==> src/rtl/fetch_unit.sv <==
// Instruction fetch stage: owns the PC, fetches words over a req/ack handshake,
// buffers them in a small FIFO and hands {instr, pc, pc+4} to decode.
module fetch_unit #(
   parameter logic [31:0] RESET_PC = 32'h0000_0000,
   parameter int          DEPTH    = 2
) (
   input  logic        clk,
   input  logic        rst_n,
   input  logic        redirect,
   input  logic [31:0] redirect_pc,
   output logic        imem_req,
   output logic [31:0] imem_addr,
   input  logic        imem_ack,
   input  logic [31:0] imem_rdata,
   output logic        dec_valid,
   input  logic        dec_ready,
   output logic [31:0] dec_instr,
   output logic [31:0] dec_pc,
   output logic [31:0] dec_pc_plus4
);

   localparam int             PW   = $clog2(DEPTH);
   localparam int             CW   = $clog2(DEPTH + 1);
   localparam logic [CW-1:0]  FULL = CW'(DEPTH);
   localparam logic [31:0]    NOP  = 32'h0000_0013;

   typedef enum logic [1:0] {IDLE, FETCH, DRAIN} state_t;

   state_t        state;
   logic [31:0]   fetch_pc;
   logic [31:0]   drain_addr;
   logic [31:0]   target_pc;
   logic [31:0]   instr_mem [DEPTH];
   logic [31:0]   pc_mem    [DEPTH];
   logic [PW-1:0] wr_ptr;
   logic [PW-1:0] rd_ptr;
   logic [CW-1:0] count;
   logic          push;
   logic          pop;

   // A request is only raised with buffer space free, and since only an ack can
   // consume that space, the request stays up until its ack without extra state.
   assign imem_req  = (state == DRAIN) || ((state == FETCH) && (count < FULL));
   assign imem_addr = (state == DRAIN) ? drain_addr : fetch_pc;
   assign target_pc = redirect_pc & 32'hFFFF_FFFC;

   assign push = (state == FETCH) && imem_req && imem_ack && !redirect;
   assign pop  = dec_valid && dec_ready;

   assign dec_valid    = (count != '0);
   assign dec_instr    = dec_valid ? instr_mem[rd_ptr] : NOP;
   assign dec_pc       = dec_valid ? pc_mem[rd_ptr] : 32'h0;
   assign dec_pc_plus4 = dec_pc + 32'd4;

   // Redirect overrides everything; an unanswered request must be drained at
   // its original address before fetching from the new target.
   always_ff @(posedge clk or negedge rst_n) begin
      if (!rst_n) begin
         state      <= IDLE;
         fetch_pc   <= RESET_PC;
         drain_addr <= 32'h0;
      end else if (redirect) begin
         fetch_pc <= target_pc;
         if (imem_req && !imem_ack) begin
            state      <= DRAIN;
            drain_addr <= imem_addr;
         end else begin
            state <= FETCH;
         end
      end else begin
         case (state)
            IDLE:    state <= FETCH;
            FETCH:   if (push) fetch_pc <= fetch_pc + 32'd4;
            DRAIN:   if (imem_ack) state <= FETCH;
            default: state <= IDLE;
         endcase
      end
   end

   always_ff @(posedge clk or negedge rst_n) begin
      if (!rst_n) begin
         wr_ptr <= '0;
         rd_ptr <= '0;
         count  <= '0;
      end else if (redirect) begin
         wr_ptr <= '0;
         rd_ptr <= '0;
         count  <= '0;
      end else begin
         if (push) wr_ptr <= wr_ptr + 1'b1;
         if (pop)  rd_ptr <= rd_ptr + 1'b1;
         if (push && !pop)
            count <= count + 1'b1;
         else if (pop && !push)
            count <= count - 1'b1;
      end
   end

   always_ff @(posedge clk) begin
      if (push) begin
         instr_mem[wr_ptr] <= imem_rdata;
         pc_mem[wr_ptr]    <= fetch_pc;
      end
   end

endmodule

==> config.mk <==
export PLATFORM = sky130hd
export DESIGN_NAME = fetch_unit
export DESIGN_NICKNAME = d
export VERILOG_FILES = /design/src/rtl/fetch_unit.sv
export SDC_FILE = /design/constraint.sdc
export NUM_CORES = 1
export LEC_CHECK = 0
export BUFFER_PORTS_ARGS = -buffer_cell sky130_fd_sc_hd__buf_4
export CAP_MARGIN = 20
export CORE_MARGIN = 2
export CORE_UTILIZATION = 30
export CTS_CLUSTER_SIZE = 24
export DETAILED_ROUTE_END_ITERATION = 8
export PLACE_DENSITY = 0.56
export SYNTH_ARGS = -nofsm -noshare
export SYNTH_HDL_FRONTEND = slang
export SYNTH_SLANG_ARGS = --single-unit
==> constraint.sdc <==
create_clock -name clk -period 6.2 [get_ports clk]
set_clock_uncertainty 0.15 [all_clocks]
set_input_delay 0 -clock clk [delete_from_list [all_inputs] [get_ports clk]]
set_output_delay 0 -clock clk [all_outputs]
set_load 0.01 [all_outputs]
==> tab_implementation.tex, run 1 <==
\begin{tabular}{lr}
\hline
Metric & Value \\
\hline
\multicolumn{2}{l}{\textbf{Outcome}} \\
\quad Run status & complete, no violations \\
\multicolumn{2}{l}{\textbf{STA}} \\
\quad Final Slew Violations & 0 \\
\quad Highest attainable clock frequency & 268 MHz \\
\quad Total Neg Setup Slack & 0 ps \\
\quad Unrepaired setup endpoints after global routing & false \\
\quad Hold violation count in the final report & 0 \\
\quad Period utilization & 0.601 \\
\quad Transition time at the pin with the least slew margin & 924 ps \\
\quad Setup violations, final & 0 \\
\quad Shortest clock period the worst path allows after layout & 3730 ps \\
\quad Relative slew slack & 0.384 \\
\multicolumn{2}{l}{\textbf{Placement}} \\
\quad Placed wire-length estimate after detailed placement & 14600 um \\
\quad Count of input and output buffers & 192 \\
\quad Placed cell area & 10800 um\^{}2 \\
\quad Last weighted congestion value of the routability-driven placer & 0.738 \\
\multicolumn{2}{l}{\textbf{Clocking}} \\
\quad Cts bufs inserted & 17 \\
\quad Gates resized, CTS repair & 0 \\
\quad Max clock buf depth & 2 \\
\quad Clk slew on worst S/H paths & 80 ps \\
\quad Clock tree from TritonCTS & yes \\
\quad Cell at the root of the clock tree & sky130\_fd\_sc\_hd\_\_clkbuf\_16 \\
\quad Worst skew pair latency & 430 ps \\
\quad Setup Fix Bufs, Post-CTS & 0 \\
\quad Number of clock sinks & 192 \\
\quad Total number of H-tree levels & 4 \\
\quad Number of buffers added to fix hold violations after cts & 119 \\
\multicolumn{2}{l}{\textbf{Yosys}} \\
\quad Cell types with the largest area share after synthesis & sky130\_fd\_sc\_hd\_\_edfxtp\_1, sky130\_fd\_sc\_hd\_\_dfrtp\_1, sky130\_fd\_sc\_hd\_\_mux2\_2 \\
\quad Area fraction in compound gates after synthesis & 0.0327 \\
\quad EDFF count, synth & 124 \\
\quad Most instantiated library cell after synthesis & sky130\_fd\_sc\_hd\_\_edfxtp\_1 \\
\quad Share of cell area taken by muxes after synthesis & 0.141 \\
\quad Main combinational cell family by area after synthesis & multiplexers \\
\quad Number of synthesized register bits & 192 \\
\quad Top\_reg\_cell synth & sky130\_fd\_sc\_hd\_\_edfxtp\_1 \\
\quad Most instantiated cells after synthesis & sky130\_fd\_sc\_hd\_\_edfxtp\_1, sky130\_fd\_sc\_hd\_\_dfrtp\_1, sky130\_fd\_sc\_hd\_\_nor2\_1 \\
\quad Warnings, synthesis & 0 \\
\quad Fraction of synthesis flops using an asynchronous set or reset pin & 0.354 \\
\quad Simple logic cell fraction of the synthesized area & 0.138 \\
\quad Netlist area before placement & 8990 um\^{}2 \\
\quad Post-Synthesis Cells & 707 \\
\quad Synthesized area divided by synthesized cell count & 12.7 um\^{}2 \\
\quad Post-synth top area share & 0.414 \\
\quad Count of distinct cell types in the synthesized netlist & 42 \\
\quad Cell taking the most area after synthesis & sky130\_fd\_sc\_hd\_\_edfxtp\_1 \\
\quad Synthesized-area fraction occupied by xor and xnor cells & 0.0574 \\
\quad Sequential fraction of the synthesis area & 0.603 \\
\quad Fraction of the mapped netlist area in adder cells & 0.00278 \\
\multicolumn{2}{l}{\textbf{Layout}} \\
\quad Final \#Nets & 1080 \\
\quad Area growth from synthesis to layout & 39.8\% \\
\quad Share of layout cells above drive strength 1 & 0.305 \\
\quad Post-layout utilization of the core & 0.425 \\
\quad Area of the multi-input gates & 3370 um\^{}2 \\
\quad Layout filler cell count & 2774 \\
\quad Area taken by flip-flops and latches & 5430 um\^{}2 \\
\quad Total non-filler cell area in the finished layout & 12600 um\^{}2 \\
\multicolumn{2}{l}{\textbf{Die}} \\
\quad Starting Density & 0.304 \\
\quad Placement row count & 63 \\
\quad Overall die height & 177 um \\
\quad Core area & 29600 um\^{}2 \\
\quad Count of boundary I/O pins & 199 \\
\quad Die area & 31400 um\^{}2 \\
\quad X dimension of the die & 177 um \\
\multicolumn{2}{l}{\textbf{GRT}} \\
\quad Via count of the first global-routing pass & 6309 \\
\quad Number of antenna violations at the first check in global routing & 0 \\
\quad Largest net degree at the start of global routing & 72 \\
\quad Global routing usage summed across all routing layers & 0.143 \\
\quad Wire length of the first global-routing pass & 34600 um \\
\quad Grt ovf & 0 \\
\multicolumn{2}{l}{\textbf{Detailed routing}} \\
\quad Detailed-route wire length per cell & 15.8 um \\
\quad DRT Pass-1 Iters & 4 \\
\quad Sum of routed wire length over all layers & 22300 um \\
\quad Vias & 6417 \\
\quad Avg Vias per Cell & 4.54 \\
\quad DRC violations left & 0 \\
\quad Iteration-0 DRC Markers & 255 \\
\quad Detail Route Antenna Nets & 0 \\
\multicolumn{2}{l}{\textbf{Setup path}} \\
\quad CP required & 6050 ps \\
\quad Worst reg2reg endpoint & fetch\_pc[26] \\
\quad Reg2reg start & count[1] \\
\quad Cell count of the worst reg-to-reg path & 6 \\
\quad Nature of the critical path endpoint & output port \\
\quad Crit start category & register \\
\quad Critical path origin & rd\_ptr \\
\quad Critical path arrival & 3580 ps \\
\quad Reg2reg setup slack & 2830 ps \\
\quad Crit path max fanout & 48 \\
\quad Classification of the worst setup path & reg -> out \\
\multicolumn{2}{l}{\textbf{Power}} \\
\quad Leakage power figure & 4.85 nW \\
\quad Fraction of power consumed by sequential logic & 0.484 \\
\quad Switching part of the total & 0.280 \\
\quad Fraction of power consumed by combinational cells & 0.193 \\
\quad Power per standard cell area & 264 nW/um\^{}2 \\
\quad Power Internal & 2.39 mW \\
\quad Peak VDD IR & 142 uV \\
\quad Clock group share of total power & 0.323 \\
\quad Net Sw Power & 0.930 mW \\
\multicolumn{2}{l}{\textbf{Worst hold path}} \\
\quad Worst min path class & in -> async \\
\multicolumn{2}{l}{\textbf{Flow run}} \\
\quad Maximum capacitance violations & 0 \\
\hline
\end{tabular}
-- worst max-delay path, stage by stage (launching register included) --
cell,delay [ps]
sky130_fd_sc_hd__dfrtp_4,810
sky130_fd_sc_hd__buf_4,710
sky130_fd_sc_hd__mux2i_1,240
sky130_fd_sc_hd__nor2_1,400
sky130_fd_sc_hd__nand4_4,270
sky130_fd_sc_hd__nor4_2,350
sky130_fd_sc_hd__xor2_1,180
sky130_fd_sc_hd__buf_4,140
-- through the flow --
stage / worst slack [ps] / instances / hold slack [ps] / power (mW)
floorplan: 435 / 710 / -446 / 1.95
global placement: 2850 / 1261 / 35.4 / 2.20
detailed placement: 2870 / 1261 / 38.1 / 2.22
CTS: 2380 / 1412 / 119 / 3.37
global route: 2150 / 1412 / 128 / 3.49
finish: 2470 / 1413 / 87.6 / 3.32
-- sequential cells by signal, indices dropped and copies added, names as in the netlist --
name / flops
count: 2
drain_addr: 32
fetch_pc: 30
instr_mem: 64
pc_mem: 60
rd_ptr: 1
state: 2
wr_ptr: 1
-- kinds of logic after synthesis --
logic type	count (synthesis)
flops	192
compound gates	49
mux	120
buf+inv	45
fa+ha+maj	2
xor+xnor	59
other cells	1
simple gates	239
-- cell type report --
class / instances / share of cell area
Antenna cell: 1 / 0.000199
Clock buffer: 17 / 0.0338
Clock inverter: 15 / 0.0116
Inverter: 8 / 0.00239
Multi-Input combinational cell: 473 / 0.268
Sequential cell: 192 / 0.432
Tap cell: 390 / 0.0388
Timing Repair Buffer: 317 / 0.213
-- layer usage --
layer | vias up | global-route usage | share of wire
met3 | 14 | 0.0279 | 0.056
li1 | 3158 | - | -
met5 | - | 0 | 0
met1 | 3070 | 0.203 | 0.49
met4 | 0 | 0.0375 | 0.010
met2 | 175 | 0.222 | 0.44
-- layout by cell type, fill, tap and decap left out, types with 3 or more instances in the layout --
cell type                       synthesis  final
sky130_fd_sc_hd__a211oi_2               4      4
sky130_fd_sc_hd__a21oi_1                4      4
sky130_fd_sc_hd__and2_1                 6      6
sky130_fd_sc_hd__and3_1                 6      5
sky130_fd_sc_hd__buf_4                  5    198
sky130_fd_sc_hd__clkbuf_16              0     17
sky130_fd_sc_hd__clkinv_4               0      3
sky130_fd_sc_hd__conb_1                 1      4
sky130_fd_sc_hd__dfrtp_1               68     67
sky130_fd_sc_hd__dlygate4sd3_1          0    119
sky130_fd_sc_hd__edfxtp_1             124    124
sky130_fd_sc_hd__inv_1                  8      8
sky130_fd_sc_hd__inv_6                  0      5
sky130_fd_sc_hd__inv_8                  0      3
sky130_fd_sc_hd__mux2_2                57     57
sky130_fd_sc_hd__mux2i_1               63     63
sky130_fd_sc_hd__nand2_1               65     65
sky130_fd_sc_hd__nand3_1               23     23
sky130_fd_sc_hd__nand3b_1               6      6
sky130_fd_sc_hd__nand4_1               13     13
sky130_fd_sc_hd__nor2_1                68     68
sky130_fd_sc_hd__nor2b_1                4      3
sky130_fd_sc_hd__nor3_1                17     16
sky130_fd_sc_hd__nor4_1                 8      8
sky130_fd_sc_hd__nor4_2                 8      8
sky130_fd_sc_hd__o21ai_0               31     31
sky130_fd_sc_hd__o21ai_1                7      7
sky130_fd_sc_hd__xnor2_1               35     35
sky130_fd_sc_hd__xor2_1                24     24
-- power groups by stage --
stage                     clock (mW)  combinational, mW  sequential [mW]
after floorplan                    0              0.357             1.60
after global routing            1.16              0.703             1.63
after CTS                       1.12              0.651             1.61
final                           1.07              0.641             1.61
after detailed placement           0              0.582             1.64
after global placement             0              0.574             1.63
-- how the worst max path moves through the flow --
stage                            end  cells past startpoint
floorplan            instr_mem[0][0]                      3
global placement    dec_pc_plus4[31]                      7
detailed placement  dec_pc_plus4[22]                      7
CTS                 dec_pc_plus4[30]                      7
global route        dec_pc_plus4[26]                      7
finish              dec_pc_plus4[30]                      7
Note: power is estimated with default switching activity, not from simulation.
==> run 2: changes to the inputs <==
--- a/config.mk
+++ b/config.mk
@@ -5,6 +5,7 @@
 export SDC_FILE = /design/constraint.sdc
 export NUM_CORES = 1
 export LEC_CHECK = 0
+export ABC_AREA = 1
 export BUFFER_PORTS_ARGS = -buffer_cell sky130_fd_sc_hd__buf_4
 export CAP_MARGIN = 20
 export CORE_MARGIN = 2
==> constraint.sdc (replaced) <==
create_clock -name clk -period 3.61 [get_ports clk]
set_clock_uncertainty 0.15 [all_clocks]
set_input_delay 0 -clock clk [delete_from_list [all_inputs] [get_ports clk]]
set_output_delay 0 -clock clk [all_outputs]
set_load 0.01 [all_outputs]
==> run 2 against run 1 <==
Compared with the run above: total power is 140% higher; worst setup slack worse by 1900 ps; combinational power grew to 4.8 times the previous value; die area is 8.5% higher; synthesized cell count is 62% higher.
==> tab_implementation.tex, run 2 <==
\begin{tabular}{lr}
\hline
Metric & Value \\
\hline
\multicolumn{2}{l}{\textbf{STA}} \\
\quad Total Neg Setup Slack & 0 ps (unchanged) \\
\quad Highest attainable clock frequency & 325 MHz \\
\quad Transition time at the pin with the least slew margin & 916 ps (-7.83 ps) \\
\quad Hold violation count in the final report & 0 (unchanged) \\
\quad Final Slew Violations & 0 (unchanged) \\
\quad Shortest clock period the worst path allows after layout & 3080 ps \\
\quad Unrepaired setup endpoints after global routing & false \\
\quad Setup violations, final & 0 (unchanged) \\
\quad Period utilization & 0.852 \\
\quad Relative slew slack & 0.389 (+0.00522) \\
\multicolumn{2}{l}{\textbf{Power}} \\
\quad Fraction of power consumed by sequential logic & 0.375 (-0.109) \\
\quad Power Internal & 4.93 mW (+110\%) \\
\quad Clock group share of total power & 0.245 (-0.078) \\
\quad Fraction of power consumed by combinational cells & 0.380 (+0.187) \\
\quad Leakage power figure & 5.65 nW (+16\%) \\
\quad Net Sw Power & 3.15 mW (+240\%) \\
\quad Peak VDD IR & 353 uV (+150\%) \\
\quad Power per standard cell area & 618 nW/um\^{}2 (+130\%) \\
\quad Switching part of the total & 0.390 (+0.110) \\
\multicolumn{2}{l}{\textbf{Yosys}} \\
\quad Cell taking the most area after synthesis & sky130\_fd\_sc\_hd\_\_edfxtp\_1 \\
\quad Netlist area before placement & 9780 um\^{}2 (+8.7\%) \\
\quad Most instantiated cells after synthesis & sky130\_fd\_sc\_hd\_\_nand2\_1, sky130\_fd\_sc\_hd\_\_edfxtp\_1, sky130\_fd\_sc\_hd\_\_nor2\_1 \\
\quad Fraction of synthesis flops using an asynchronous set or reset pin & 0.354 (unchanged) \\
\quad Synthesized area divided by synthesized cell count & 8.54 um\^{}2 (-33\%) \\
\quad Post-Synthesis Cells & 1145 (+62\%) \\
\quad Cell types with the largest area share after synthesis & sky130\_fd\_sc\_hd\_\_edfxtp\_1, sky130\_fd\_sc\_hd\_\_dfrtp\_1, sky130\_fd\_sc\_hd\_\_nand2\_1 \\
\quad EDFF count, synth & 124 (unchanged) \\
\quad Sequential fraction of the synthesis area & 0.555 (-0.0483) \\
\quad Top\_reg\_cell synth & sky130\_fd\_sc\_hd\_\_edfxtp\_1 \\
\quad Most instantiated library cell after synthesis & sky130\_fd\_sc\_hd\_\_nand2\_1 \\
\quad Post-synth top area share & 0.381 (-0.0332) \\
\quad Warnings, synthesis & 0 (unchanged) \\
\quad Number of synthesized register bits & 192 (unchanged) \\
\quad Count of distinct cell types in the synthesized netlist & 39 (-7.1\%) \\
\multicolumn{2}{l}{\textbf{Setup path}} \\
\quad CP required & 3460 ps (-2590 ps) \\
\quad Classification of the worst setup path & reg -> out \\
\quad Critical path arrival & 2930 ps (-650 ps) \\
\quad Reg2reg setup slack & 910 ps (-1920 ps) \\
\quad Cell count of the worst reg-to-reg path & 6 (unchanged) \\
\quad Crit start category & register \\
\quad Nature of the critical path endpoint & output port \\
\quad Crit path max fanout & 30 (-38\%) \\
\multicolumn{2}{l}{\textbf{Die}} \\
\quad X dimension of the die & 185 um (+4.2\%) \\
\quad Die area & 34100 um\^{}2 (+8.5\%) \\
\quad Starting Density & 0.303 (-0.00146) \\
\quad Count of boundary I/O pins & 199 (unchanged) \\
\quad Overall die height & 185 um (+4.2\%) \\
\quad Core area & 32300 um\^{}2 (+9.2\%) \\
\quad Placement row count & 66 (+4.8\%) \\
\multicolumn{2}{l}{\textbf{Worst hold path}} \\
\quad Worst min path class & in -> async \\
\multicolumn{2}{l}{\textbf{Layout}} \\
\quad Post-layout utilization of the core & 0.405 (-0.0204) \\
\quad Total inserted antenna cells & 0 (-1) \\
\quad Area growth from synthesis to layout & 33.7\% \\
\quad Max reg flops & 64 (unchanged) \\
\quad Share of layout cells above drive strength 1 & 0.200 (-0.105) \\
\quad Largest registers in the final layout & instr\_mem: 64 flops, pc\_mem: 60 flops, drain\_addr: 32 flops \\
\quad Commonest non-fill, non-tap cell in the layout & sky130\_fd\_sc\_hd\_\_nand2\_1 \\
\quad Highest-count cells in the layout ignoring fill and taps & sky130\_fd\_sc\_hd\_\_nand2\_1, sky130\_fd\_sc\_hd\_\_buf\_4, sky130\_fd\_sc\_hd\_\_edfxtp\_1, sky130\_fd\_sc\_hd\_\_inv\_1, sky130\_fd\_sc\_hd\_\_nor2\_1 \\
\quad Register with the most flip-flops & instr\_mem \\
\quad Final \#Nets & 1473 (+36\%) \\
\quad Layout filler cell count & 3221 (+16\%) \\
\multicolumn{2}{l}{\textbf{GRT}} \\
\quad Via count of the first global-routing pass & 7792 (+24\%) \\
\quad Largest net degree at the start of global routing & 69 (-4.2\%) \\
\quad Global routing usage summed across all routing layers & 0.162 (+0.0194) \\
\quad Grt ovf & 0 (unchanged) \\
\quad Wire length of the first global-routing pass & 42700 um (+23\%) \\
\quad Number of antenna violations at the first check in global routing & 0 (unchanged) \\
\multicolumn{2}{l}{\textbf{Detailed routing}} \\
\quad Avg Vias per Cell & 4.51 (-0.61\%) \\
\quad Sum of routed wire length over all layers & 27700 um (+24\%) \\
\quad Detail Route Antenna Nets & 0 (unchanged) \\
\quad Vias & 8382 (+31\%) \\
\quad Detailed-route wire length per cell & 14.9 um (-5.4\%) \\
\quad Iteration-0 DRC Markers & 577 (+130\%) \\
\quad DRC violations left & 0 (unchanged) \\
\quad DRT Pass-1 Iters & 5 (+1) \\
\multicolumn{2}{l}{\textbf{Placement}} \\
\quad Placed wire-length estimate after detailed placement & 19300 um (+33\%) \\
\quad Count of input and output buffers & 192 (unchanged) \\
\quad Last weighted congestion value of the routability-driven placer & 0.884 (+20\%) \\
\multicolumn{2}{l}{\textbf{Clocking}} \\
\quad Number of clock sinks & 192 (unchanged) \\
\quad Cell at the root of the clock tree & sky130\_fd\_sc\_hd\_\_clkbuf\_16 \\
\quad Clk slew on worst S/H paths & 80 ps (about the same) \\
\quad Clock tree from TritonCTS & yes \\
\quad Cts bufs inserted & 17 (unchanged) \\
\quad Gates resized, CTS repair & 0 (unchanged) \\
\quad Total number of H-tree levels & 4 (unchanged) \\
\quad Worst skew pair latency & 440 ps (about the same) \\
\quad Max clock buf depth & 2 (unchanged) \\
\multicolumn{2}{l}{\textbf{Flow run}} \\
\quad Maximum capacitance violations & 0 (unchanged) \\
\multicolumn{2}{l}{\textbf{Outcome}} \\
\quad Run status & complete, no violations \\
\hline
\end{tabular}
-- run 2: changes by cell type in the layout (fill, tap and decap cells not counted), moves of 41 or more --
cell and delta:
sky130_fd_sc_hd__inv_1 +92, sky130_fd_sc_hd__mux2i_1 -63, sky130_fd_sc_hd__o21ai_0 +41, sky130_fd_sc_hd__nand2_1 +352, sky130_fd_sc_hd__mux2_2 -57
-- run 2: worst paths after layout --
kind	start	to
setup / recovery	rd_ptr	dec_pc_plus4[12]
hold / removal	rst_n	drain_addr[17]
setup reg to reg	count[1]	instr_mem[0][24]
hold reg to reg	drain_addr[0]	drain_addr[0]
max in group asynchronous	rst_n	rd_ptr
min in group clk	imem_rdata[14]	instr_mem[1][14]
-- run 2: metrics by stage --
step	hold WS, ps	cells	setup slack, ps	area, um^2	power, mW
after global placement	35.2	1745	883	11600	6.06
final	62.6	1857	533	13100	8.07
after detailed placement	37.7	1745	885	11600	6.10
after global routing	123	1857	290	13100	8.60
after CTS	113	1857	451	13100	8.16
after floorplan	-446	1148	283	9790	4.73
-- run 2: worst max-delay path: stages (launching register included) --
cell and delay, ps:
sky130_fd_sc_hd__dfrtp_2 420, sky130_fd_sc_hd__inv_2 400, sky130_fd_sc_hd__nor2_1 80, sky130_fd_sc_hd__nor2_1 100, sky130_fd_sc_hd__nand2_1 190, sky130_fd_sc_hd__inv_1 170
sky130_fd_sc_hd__ha_1 230, sky130_fd_sc_hd__inv_1 110, sky130_fd_sc_hd__nor2_4 190, sky130_fd_sc_hd__nand2_2 140, sky130_fd_sc_hd__nor2_4 120, sky130_fd_sc_hd__xor2_1 180
sky130_fd_sc_hd__buf_4 150
-- run 2: cells by family (layout without fill, tap and decap cells) --
logic type	after synthesis	after routing	share of synthesized area
flip-flops	192	192	0.555
other	1	4	0.000384
buffers and inverters	151	418	0.0670
AND/OR/NAND/NOR	639	639	0.276
AO/OA/AOI/OAI	128	128	0.0704
XOR/XNOR	32	32	0.0287
adder cells (fa/ha/maj)	2	2	0.00256
-- run 2: power by group through the flow --
stage / Sequential [mW] / Combinational (mW) / Clock, mW
CTS: 3.03 / 3.11 / 2.02
floorplan: 2.96 / 1.78 / 0
global route: 3.07 / 3.42 / 2.11
finish: 3.03 / 3.07 / 1.98
global placement: 3.06 / 2.99 / 0
detailed placement: 3.08 / 3.02 / 0
-- run 2: per-layer routing --
metal  vias to the layer above  track usage  part of all wire
met5                         -            0                 0
met4                         0       0.0346            0.0096
met3                        17       0.0265             0.050
met2                       223        0.260              0.46
met1                      3948        0.230              0.48
li1                       4194            -                 -
-- run 2: cell type report --
type                    count  area [um^2]  share of cell area
flip-flops and latches    192         5430               0.415
well taps                 442          553              0.0423
inverters                 104          393              0.0301
clock inverters            15          220              0.0168
clock buffers              17          425              0.0325
repair buffers            282         2330               0.178
multi-input cells         805         3730               0.285
-- run 2: repair_timing --
item / 4_1_cts / 5_1_grt
setup buffers: 0 / 0
hold buffers: 80 / 0
hold endpoints to repair: 169 / 0
==> run 3: changes to the inputs <==
--- a/config.mk
+++ b/config.mk
@@ -10,9 +10,9 @@
 export CAP_MARGIN = 20
 export CORE_MARGIN = 2
 export CORE_UTILIZATION = 30
+export CTS_BUF_LIST = sky130_fd_sc_hd__clkbuf_4 sky130_fd_sc_hd__clkbuf_8
 export CTS_CLUSTER_SIZE = 24
 export DETAILED_ROUTE_END_ITERATION = 8
-export PLACE_DENSITY = 0.56
 export SYNTH_ARGS = -nofsm -noshare
 export SYNTH_HDL_FRONTEND = slang
 export SYNTH_SLANG_ARGS = --single-unit
==> run 3 against run 2 <==
Compared with the run above: critical path depth shrank 1; combinational power is essentially flat; sequential share of layout area grew 0.68 points; worst setup slack gained 87 ps; hold slack lost 46 ps; clock-buffer cell count is the same; clock power shrank 26%; non-clock buffer count is the same; first-iteration DRC count shrank 6.4%; via count shrank 0.35%; largest power group unchanged.
==> tab_implementation.tex, run 3 (synthesis gave the netlist of run 2 again) <==
\begin{tabular}{lr}
\hline
Metric & Value \\
\hline
\multicolumn{2}{l}{\textbf{Power}} \\
\quad Leakage power figure & 5.55 nW (-1.6\%) \\
\quad Peak VDD IR & 286 uV (-19\%) \\
\quad Power per standard cell area & 589 nW/um\^{}2 (-4.6\%) \\
\quad Total power & 7.58 mW (-6.1\%) \\
\multicolumn{2}{l}{\textbf{Die}} \\
\quad Core area & 32300 um\^{}2 (unchanged) \\
\quad Overall die height & 185 um (unchanged) \\
\quad Placement row count & 66 (unchanged) \\
\quad Die area & 34100 um\^{}2 (unchanged) \\
\quad Starting Density & 0.303 (unchanged) \\
\quad Count of boundary I/O pins & 199 (unchanged) \\
\quad X dimension of the die & 185 um (unchanged) \\
\multicolumn{2}{l}{\textbf{Setup path}} \\
\quad CP required & 3460 ps (about the same) \\
\quad Crit path max fanout & 59 (+97\%) \\
\quad Worst-path cell with the longest stage delay & sky130\_fd\_sc\_hd\_\_inv\_4 \\
\quad Nature of the critical path endpoint & output port \\
\quad Crit start category & register \\
\quad Delay contributed by the slowest stage of the critical path & 490 ps (+70 ps) \\
\quad Cells traversed along the worst timing path & nor2\_4 -> inv\_4 -> nand2\_1 -> inv\_1 -> ha\_1 -> inv\_1 -> nor2\_4 -> nand2\_2 -> nor2\_2 -> xor2\_1 -> buf\_4 \\
\quad Critical path arrival & 2840 ps (-90 ps) \\
\quad Classification of the worst setup path & reg -> out \\
\multicolumn{2}{l}{\textbf{Detailed routing}} \\
\quad Vias & 8353 (-0.35\%) \\
\quad Detailed-route wire length per cell & 14.8 um (-0.74\%) \\
\quad Uppermost layer routed & met4 \\
\quad DR WL met2 & 12600 um (-1.6\%) \\
\quad DRC violations left & 0 (unchanged) \\
\quad Detail Route Antenna Nets & 0 (unchanged) \\
\quad Sum of routed wire length over all layers & 27500 um (-0.68\%) \\
\quad DRT Pass-1 Iters & 5 (unchanged) \\
\quad Met3 Routed Length & 1550 um (+13\%) \\
\quad Iteration-0 DRC Markers & 540 (-6.4\%) \\
\quad Routed metal-1 wirelength & 12900 um (-2.7\%) \\
\quad Avg Vias per Cell & 4.50 (-0.40\%) \\
\multicolumn{2}{l}{\textbf{STA}} \\
\quad Final Slew Violations & 0 (unchanged) \\
\quad Period utilization & 0.828 (-0.0240) \\
\quad Transition time at the pin with the least slew margin & 896 ps (-20.3 ps) \\
\quad Highest attainable clock frequency & 334 MHz (+2.9\%) \\
\quad Setup violations, final & 0 (unchanged) \\
\quad Shortest clock period the worst path allows after layout & 2990 ps (-86.6 ps) \\
\quad Final worst-path setup slack & 620 ps (+86.6 ps) \\
\quad Post-Route Hold Slack & 16.6 ps (-46.0 ps) \\
\quad Unrepaired setup endpoints after global routing & false \\
\quad Relative slew slack & 0.403 (+0.0135) \\
\quad Hold violation count in the final report & 0 (unchanged) \\
\quad Total Neg Setup Slack & 0 ps (unchanged) \\
\multicolumn{2}{l}{\textbf{Clocking}} \\
\quad Number of clock sinks & 192 (unchanged) \\
\quad Max clock buf depth & 2 (unchanged) \\
\quad Setup Fix Bufs, Post-CTS & 0 (unchanged) \\
\quad Total number of H-tree levels & 4 (unchanged) \\
\quad Clock tree from TritonCTS & yes \\
\quad Cell at the root of the clock tree & sky130\_fd\_sc\_hd\_\_clkbuf\_8 \\
\quad Cts bufs inserted & 17 (unchanged) \\
\quad Worst skew pair latency & 480 ps (+40 ps) \\
\quad Gates resized, CTS repair & 0 (unchanged) \\
\quad Clk slew on worst S/H paths & 120 ps (+40 ps) \\
\multicolumn{2}{l}{\textbf{Placement}} \\
\quad Placed cell area & 11600 um\^{}2 (+0.15\%) \\
\quad Placed Cells incl. Taps & 1746 (+0.057\%) \\
\quad Last weighted congestion value of the routability-driven placer & 0.871 (-1.5\%) \\
\quad Count of input and output buffers & 192 (unchanged) \\
\quad Place WS & 1090 ps (+208 ps) \\
\quad Placed wire-length estimate after detailed placement & 19200 um (-0.68\%) \\
\multicolumn{2}{l}{\textbf{Layout}} \\
\quad Max reg flops & 64 (unchanged) \\
\quad Largest registers in the final layout & instr\_mem: 64 flops, pc\_mem: 60 flops, drain\_addr: 32 flops \\
\quad Register with the most flip-flops & instr\_mem \\
\quad Commonest non-fill, non-tap cell in the layout & sky130\_fd\_sc\_hd\_\_nand2\_1 \\
\quad Total non-filler cell area in the finished layout & 12900 um\^{}2 (-1.6\%) \\
\quad Share of layout cells above drive strength 1 & 0.200 (unchanged) \\
\quad Number of standard cells in the layout, taps in and fillers out & 1858 (+0.054\%) \\
\quad Area growth from synthesis to layout & 31.6\% \\
\quad Final \#Nets & 1473 (unchanged) \\
\quad Post-layout utilization of the core & 0.398 (-0.00651) \\
\quad Highest-count cells in the layout ignoring fill and taps & sky130\_fd\_sc\_hd\_\_nand2\_1, sky130\_fd\_sc\_hd\_\_buf\_4, sky130\_fd\_sc\_hd\_\_edfxtp\_1, sky130\_fd\_sc\_hd\_\_inv\_1, sky130\_fd\_sc\_hd\_\_nor2\_1 \\
\multicolumn{2}{l}{\textbf{Worst hold path}} \\
\quad Worst min path class & in -> async \\
\multicolumn{2}{l}{\textbf{GRT}} \\
\quad Grt ovf & 0 (unchanged) \\
\quad Wire length of the first global-routing pass & 42400 um (-0.68\%) \\
\quad Largest net degree at the start of global routing & 69 (unchanged) \\
\quad Number of antenna violations at the first check in global routing & 1 (+1) \\
\quad Via count of the first global-routing pass & 7799 (+0.090\%) \\
\quad Global routing usage summed across all routing layers & 0.162 (-0.000508) \\
\multicolumn{2}{l}{\textbf{Flow run}} \\
\quad Maximum capacitance violations & 0 (unchanged) \\
\multicolumn{2}{l}{\textbf{Outcome}} \\
\quad Run status & complete, no violations \\
\hline
\end{tabular}
-- run 3: path summary, 6_finish.rpt --
kind                       cells after the start                to  slack (ps)          start
min in group clk                               2   instr_mem[0][5]          80  imem_rdata[5]
setup / recovery                              11  dec_pc_plus4[18]         620       count[1]
hold reg to reg                                2     drain_addr[0]         360  drain_addr[0]
setup reg to reg                               6     pc_mem[1][26]        1060       count[1]
hold / removal                                 2    drain_addr[19]          20          rst_n
max in group asynchronous                      2            rd_ptr        2640          rst_n
-- run 3: worst max-delay path: cells and delay by family, from the launching register on --
family	cells	cell delay, ps
flops	1	470
xor+xnor	1	150
simple gates	5	690
buf+inv	4	840
fa+ha+maj	1	210
-- run 3: power by group --
part           internal, mW  switching, mW
registers              2.74          0.284
clock network         0.553          0.922
logic                  1.21           1.86
total                  4.51           3.07
-- run 3: per-layer routing --
metal	GRT usage	vias up
met3	0.0204	37
met2	0.260	280
met4	0.0467	0
met1	0.228	3850
met5	0	-
li1	-	4186
-- run 3: timing repair --
item / CTS / global route
hold buffers: 79 / 0
endpoints found under the hold margin: 169 / 0
endpoints found under the setup margin: 0 / 0
-- run 3: area by class of cell --
cell class / count / area [um^2]
fill: 3253 / 19400
sequential: 192 / 5430
multi-input combinational: 805 / 3720
timing repair buffer: 282 / 2340
tap: 442 / 553
inverter: 104 / 393
clock buffer: 17 / 234
clock inverter: 15 / 191
antenna: 1 / 2.50
